<file path="src/rtl/ff_stim_gen.sv">
// Stimulus source for the ff_replicator pipeline: programmable burst on din/ce, then STAGES flush strobes.
// Latency: busy rises one cycle after start; first strobe ce_div+1 cycles later; done one cycle after last flush strobe.
// No backpressure: strobes are free-running at the latched pace; start is ignored while a sequence is active.
module ff_stim_gen #(
  parameter int               WIDTH     = 10,
  parameter int               STAGES    = 10,
  parameter int               CNT_W     = 16,
  parameter logic [WIDTH-1:0] LFSR_TAPS = 10'h240,
  parameter logic [WIDTH-1:0] LFSR_SEED = 10'h001
) (
  input  logic             clk,
  input  logic             rst,
  input  logic             start,
  input  logic [1:0]       mode,
  input  logic [3:0]       ce_div,
  input  logic [CNT_W-1:0] burst_len,
  output logic [WIDTH-1:0] din,
  output logic             ce,
  output logic             busy,
  output logic             done
);

  typedef enum logic [1:0] {IDLE, RUN, FLUSH, FIN} state_t;

  localparam logic [CNT_W-1:0] STG_LAST = CNT_W'(STAGES - 1);

  // Alternating pattern seed: bit0 set, every other bit above it set.
  function automatic logic [WIDTH-1:0] alt_first();
    logic [WIDTH-1:0] w;
    w = '0;
    for (int i = 0; i < WIDTH; i++) w[i] = (i % 2 == 0);
    return w;
  endfunction

  function automatic logic [WIDTH-1:0] first_word(input logic [1:0] m);
    case (m)
      2'd0:    return '0;
      2'd1:    return WIDTH'(1);
      2'd2:    return LFSR_SEED;
      default: return alt_first();
    endcase
  endfunction

  function automatic logic [WIDTH-1:0] next_word(input logic [1:0] m, input logic [WIDTH-1:0] p);
    case (m)
      2'd0:    return p + WIDTH'(1);
      2'd1:    return {p[WIDTH-2:0], p[WIDTH-1]};
      2'd2:    return {p[WIDTH-2:0], ^(p & LFSR_TAPS)};
      default: return ~p;
    endcase
  endfunction

  state_t           state_q, state_d;
  logic [1:0]       mode_q, mode_d;
  logic [3:0]       cdiv_q, cdiv_d;
  logic [CNT_W-1:0] len_q, len_d;
  logic [3:0]       div_q, div_d;
  logic [CNT_W-1:0] cnt_q, cnt_d;
  logic [WIDTH-1:0] pat_q, pat_d;
  logic [WIDTH-1:0] din_q, din_d;
  logic             ce_q, ce_d;
  logic             busy_q, busy_d;
  logic             done_q, done_d;
  logic             strobe;
  logic             burst_last;

  assign strobe     = (div_q == cdiv_q);
  // Widened compare so a burst_len of all-ones never wraps the counter first.
  assign burst_last = (({1'b0, cnt_q} + (CNT_W+1)'(1)) == {1'b0, len_q});

  // Next-state and registered-output decode for the sequencer.
  always_comb begin
    state_d = state_q;
    mode_d  = mode_q;
    cdiv_d  = cdiv_q;
    len_d   = len_q;
    div_d   = div_q;
    cnt_d   = cnt_q;
    pat_d   = pat_q;
    din_d   = din_q;
    ce_d    = 1'b0;
    busy_d  = busy_q;
    done_d  = 1'b0;
    case (state_q)
      IDLE: begin
        // The done cycle is still the tail of the previous sequence.
        if (start && !done_q) begin
          mode_d  = mode;
          cdiv_d  = ce_div;
          len_d   = burst_len;
          div_d   = '0;
          cnt_d   = '0;
          pat_d   = first_word(mode);
          busy_d  = 1'b1;
          state_d = (burst_len != '0) ? RUN : FLUSH;
        end
      end
      RUN: begin
        if (strobe) begin
          ce_d  = 1'b1;
          div_d = '0;
          din_d = pat_q;
          pat_d = next_word(mode_q, pat_q);
          if (burst_last) begin
            cnt_d   = '0;
            state_d = FLUSH;
          end else begin
            cnt_d = cnt_q + CNT_W'(1);
          end
        end else begin
          div_d = div_q + 4'd1;
        end
      end
      FLUSH: begin
        if (strobe) begin
          ce_d  = 1'b1;
          div_d = '0;
          din_d = '0;
          if (cnt_q == STG_LAST) begin
            cnt_d   = '0;
            state_d = FIN;
          end else begin
            cnt_d = cnt_q + CNT_W'(1);
          end
        end else begin
          div_d = div_q + 4'd1;
        end
      end
      default: begin
        busy_d  = 1'b0;
        done_d  = 1'b1;
        state_d = IDLE;
      end
    endcase
  end

  // State and output registers; reset aborts any sequence without a done pulse.
  always_ff @(posedge clk) begin
    if (rst) begin
      state_q <= IDLE;
      mode_q  <= '0;
      cdiv_q  <= '0;
      len_q   <= '0;
      div_q   <= '0;
      cnt_q   <= '0;
      pat_q   <= '0;
      din_q   <= '0;
      ce_q    <= 1'b0;
      busy_q  <= 1'b0;
      done_q  <= 1'b0;
    end else begin
      state_q <= state_d;
      mode_q  <= mode_d;
      cdiv_q  <= cdiv_d;
      len_q   <= len_d;
      div_q   <= div_d;
      cnt_q   <= cnt_d;
      pat_q   <= pat_d;
      din_q   <= din_d;
      ce_q    <= ce_d;
      busy_q  <= busy_d;
      done_q  <= done_d;
    end
  end

  assign din  = din_q;
  assign ce   = ce_q;
  assign busy = busy_q;
  assign done = done_q;

endmodule

</file>
<file path="config.mk">
export PLATFORM = sky130hd
export DESIGN_NAME = ff_stim_gen
export DESIGN_NICKNAME = d
export VERILOG_FILES = /design/src/rtl/ff_stim_gen.sv
export SDC_FILE = /design/constraint.sdc
export NUM_CORES = 1
export LEC_CHECK = 0
export ABC_AREA = 0
export BUFFER_PORTS_ARGS = -buffer_cell sky130_fd_sc_hd__buf_2
export CORE_MARGIN = 2
export CORE_UTILIZATION = 50
export DETAILED_ROUTE_END_ITERATION = 8
export HOLD_SLACK_MARGIN = 0.06
export PLACE_DENSITY = 0.81
export SLEW_MARGIN = 15
export SYNTH_ARGS = -nofsm -noshare
export SYNTH_HDL_FRONTEND = slang
export SYNTH_SLANG_ARGS = --single-unit
</file>
<file path="constraint.sdc">
create_clock -name clk -period 3.9 [get_ports clk]
set_clock_uncertainty 0.2 [all_clocks]
set_input_delay 0.195 -clock clk [delete_from_list [all_inputs] [get_ports clk]]
set_output_delay 0.195 -clock clk [all_outputs]
set_load 0.05 [all_outputs]
</file>
==> impl_metrics.toml <==
[critical_path]
cp.depth = 8
crit_fanout = 11
critPathLaunchType = "register"
cp_slowest_stage_delay_ns = 0.62
rr_worst_depth = 8
crit_path_end = "cnt_q[9]"
worstPathRequired_ns = 3.88
path_cells = "ha_1 > nand3_4 > or3_4 > o31ai_1 > nand4_1 > or4_4 > nand4_1 > a31oi_1"
cp_data_arrival_time_ns = 3.17
critPathBufInv = 0
r2r_start = "cnt_q[0]"
r2r-end = "cnt_q[9]"
critPathKind = "reg2reg"
cpMostUsedCell = "nand4_1"
rrSetupSlack_ns = 0.71
crit_slowest_cell = "or4_4"
critPathLaunch = "cnt_q[0]"
crit_path_end_kind = "register"
critPathTopFamily = "simple AND/OR/NAND/NOR gates"

[sta]
setup_slack_ns = 0.709
maxSlewViolCount = 0
finalCritPeriodShare_pct = 81.8
setup-violations-final = 0
rsz0062_at_grt = "no"
relSlewSlack_pct = 27.5
setup_tns_ns = 0
post-route-min-period_ns = 3.19
hold_viol = 0
fmax_mhz = 313
worst_pin_slew_ns = 1.08

[power_and_ir_drop]
power_density_nw_per_um2 = 549
switchingPower_mw = 1.08
power.total_mw = 2.54
pwr-share-comb_pct = 39.5
pwr-share-seq_pct = 36.1
power_frac_clock_pct = 24.5
ir_drop_mv = 0.377
p_sw_share_pct = 42.4
cellLeakagePower_nw = 1.76
power_report.internal_total_mw = 1.47

[yosys]
synth_top_family_by_area = "simple AND/OR/NAND/NOR gates"
synth-simple-area-share_pct = 28.8
syn_nets = 558
syn_avg_cell_area_um2 = 7.77
synth_edf_count = 0
synth_compound_area_share_pct = 23.0
synthMuxAreaShare_pct = 0.522
ys.flop_type = "dfxtp_1"
yosys_warnings = 0
synth.ff_latch_count = 67
synthAdderAreaFrac_pct = 2.76
ys_async_sr_fraction_pct = 0
netlist_area_um2 = 4070
synthCells = 524
synth_cell_types = 62
ys_seq_area_share_pct = 32.9
synthXorXnorAreaFrac_pct = 6.02

[finish]
final_layout_size_suffix_gt1_share_pct = 13.6
mostFrequentLayoutCells = "nand2_1, dfxtp_1, nor2_1"
layout_commonest_cell = "nand2_1"
fin_nets = 588
area_delta_synth_final_pct = 13.7
diodes = 0
fillerInstances = 680
stdcell_count = 661
final_util_pct = 59.3

[floorplanning]
core_um2 = 7810
dieArea_um2 = 8880
die_w_um = 94.3
boundaryPins = 38
num_rows = 32
initial_core_util_pct = 52.2
die_h_um = 94.3

[global_routing]
grt_max_degree = 60
grt_first_pass_wirelength_um = 18100
antenna_found_initial = 0
grt_pass1_vias = 3706
grt.total_usage_pct = 26.0
grt_overflow = 0

[detailed_routing]
drt_wl_total_um = 11000
vias = 4092
wire_per_inst_um = 16.7
avgViaCountPerCell = 6.19
first_pass_iters = 5
drtAntennaViolNets = 0
initialDrtViolationCount = 362
drc = 0

[place]
dp_hpwl_um = 7280
placed_cells = 623
portBuffers = 37
gp_congestion = 0.992
dp_slack_ns = 0.797

[clocking]
cts_tree = "done"
cts_buffers = 9
cts_buffer_depth = 2
cts.sinks = 67
clk_pin_slew_worst_paths_ns = 0.09
clk_latency_ns = 0.36
h-tree-depth = 3
clock-root-buffer = "clkbuf_8"

[run]
maxCapViolations = 0

[min_path]
hold_class = "in2reg"

[status]
outcome = "completed"
[per-stage QoR]
step,hold WS [ns],instance area [um^2]
after floorplan,0.131,4070
after global placement,0.235,4200
after detailed placement,0.242,4200
after CTS,0.151,4630
after global routing,0.201,4630
final,0.162,4630
[synth_stat cells (3+ instances only)]
| library cell | instances | share of area (%) |
|---|---|---|
| inv_1 | 11 | 1.0 |
| nor4_1 | 10 | 1.5 |
| a22oi_1 | 5 | 0.92 |
| clkbuf_1 | 28 | 2.6 |
| and3_1 | 5 | 0.77 |
| xor2_1 | 8 | 1.7 |
| dfxtp_1 | 67 | 33 |
| o21ai_0 | 12 | 1.5 |
| a22o_1 | 3 | 0.65 |
| and2_1 | 5 | 0.77 |
| nand3_1 | 20 | 2.5 |
| nand4_1 | 12 | 1.8 |
| a21oi_1 | 41 | 5.0 |
| buf_2 | 8 | 0.98 |
| nor2b_1 | 13 | 2.0 |
| o311ai_0 | 3 | 0.65 |
| a31oi_1 | 16 | 2.5 |
| a31o_2 | 8 | 1.7 |
| a311oi_1 | 5 | 1.1 |
| ha_1 | 9 | 2.8 |
| buf_6 | 3 | 0.83 |
| o211ai_1 | 10 | 1.8 |
| or3_1 | 3 | 0.46 |
| nor2_1 | 53 | 4.9 |
| xnor2_1 | 20 | 4.3 |
| or2_2 | 3 | 0.46 |
| o21bai_1 | 4 | 0.74 |
| nor3_1 | 6 | 0.74 |
| and4_1 | 4 | 0.86 |
| nand2b_1 | 5 | 0.77 |
| buf_4 | 3 | 0.55 |
| a32o_1 | 9 | 2.2 |
| nand2_1 | 75 | 6.9 |
[registers in the layout, indices dropped and copies added, names as in the netlist]
| name | flops |
|---|---|
| state_q | 2 |
| div_q | 4 |
| pat_q | 10 |
| done | 1 |
| din | 10 |
| mode_q | 2 |
| len_q | 16 |
| cdiv_q | 4 |
| cnt_q | 16 |
| busy | 1 |
| ce | 1 |
[cell type report]
| cell class | instances | area (um^2) | share of cell area [%] |
|---|---|---|---|
| clock inverter | 6 | 72.6 | 1.57 |
| inverter | 11 | 41.3 | 0.892 |
| multi-input combinational | 404 | 2490 | 53.8 |
| clock buffer | 10 | 138 | 2.97 |
| timing repair buffer | 61 | 420 | 9.08 |
| tap | 102 | 128 | 2.76 |
| sequential | 67 | 1340 | 29.0 |
[how the worst min path moves through the flow]
stage	start	cells past startpoint	endpoint
after floorplan	burst_len[0]	2	len_q[0]
after global placement	ce_div[0]	3	cdiv_q[0]
after detailed placement	ce_div[2]	3	cdiv_q[2]
after CTS	start	5	mode_q[1]
after global routing	start	5	mode_q[0]
final	start	5	mode_q[1]
[cell families (layout without fill, tap and decap cells)]
family	Yosys count	count (layout)
and+or+nand+nor	229	229
AOI/OAI and AO/OA	136	136
DFF	67	67
buffers and inverters	53	88
xor gates and xnor gates	28	28
adders and majority gates	9	9
muxes	2	2
[layer usage]
metal | wire (um) | GRT usage [%] | vias to the layer above
li1 | - | - | 1952
met5 | 0 | 0 | -
met1 | 4690 | 34.9 | 1909
met4 | 312 | 10.9 | 0
met3 | 909 | 4.82 | 31
met2 | 5110 | 41.1 | 200
[power groups by stage]
stage	combinational (mW)	sequential, mW	clock [mW]
after floorplan	0.756	0.917	0
after global placement	0.928	0.921	0
after detailed placement	0.961	0.924	0
after CTS	0.984	0.909	0.627
after global routing	1.11	0.931	0.655
final	1.00	0.917	0.622
[worst min-delay path: stages]
cell      delay [ns]
buf_2           0.10
nand2b_1        0.16
nor2_1          0.10
nand2_1         0.07
a21oi_1         0.05
[repair_timing]
action	in CTS	in global routing
hold buffers	22	0
endpoints found under the hold margin	22	0
gates resized for setup	0	0
setup buffers	0	0
No activity file was read; power rests on OpenSTA's default activity.
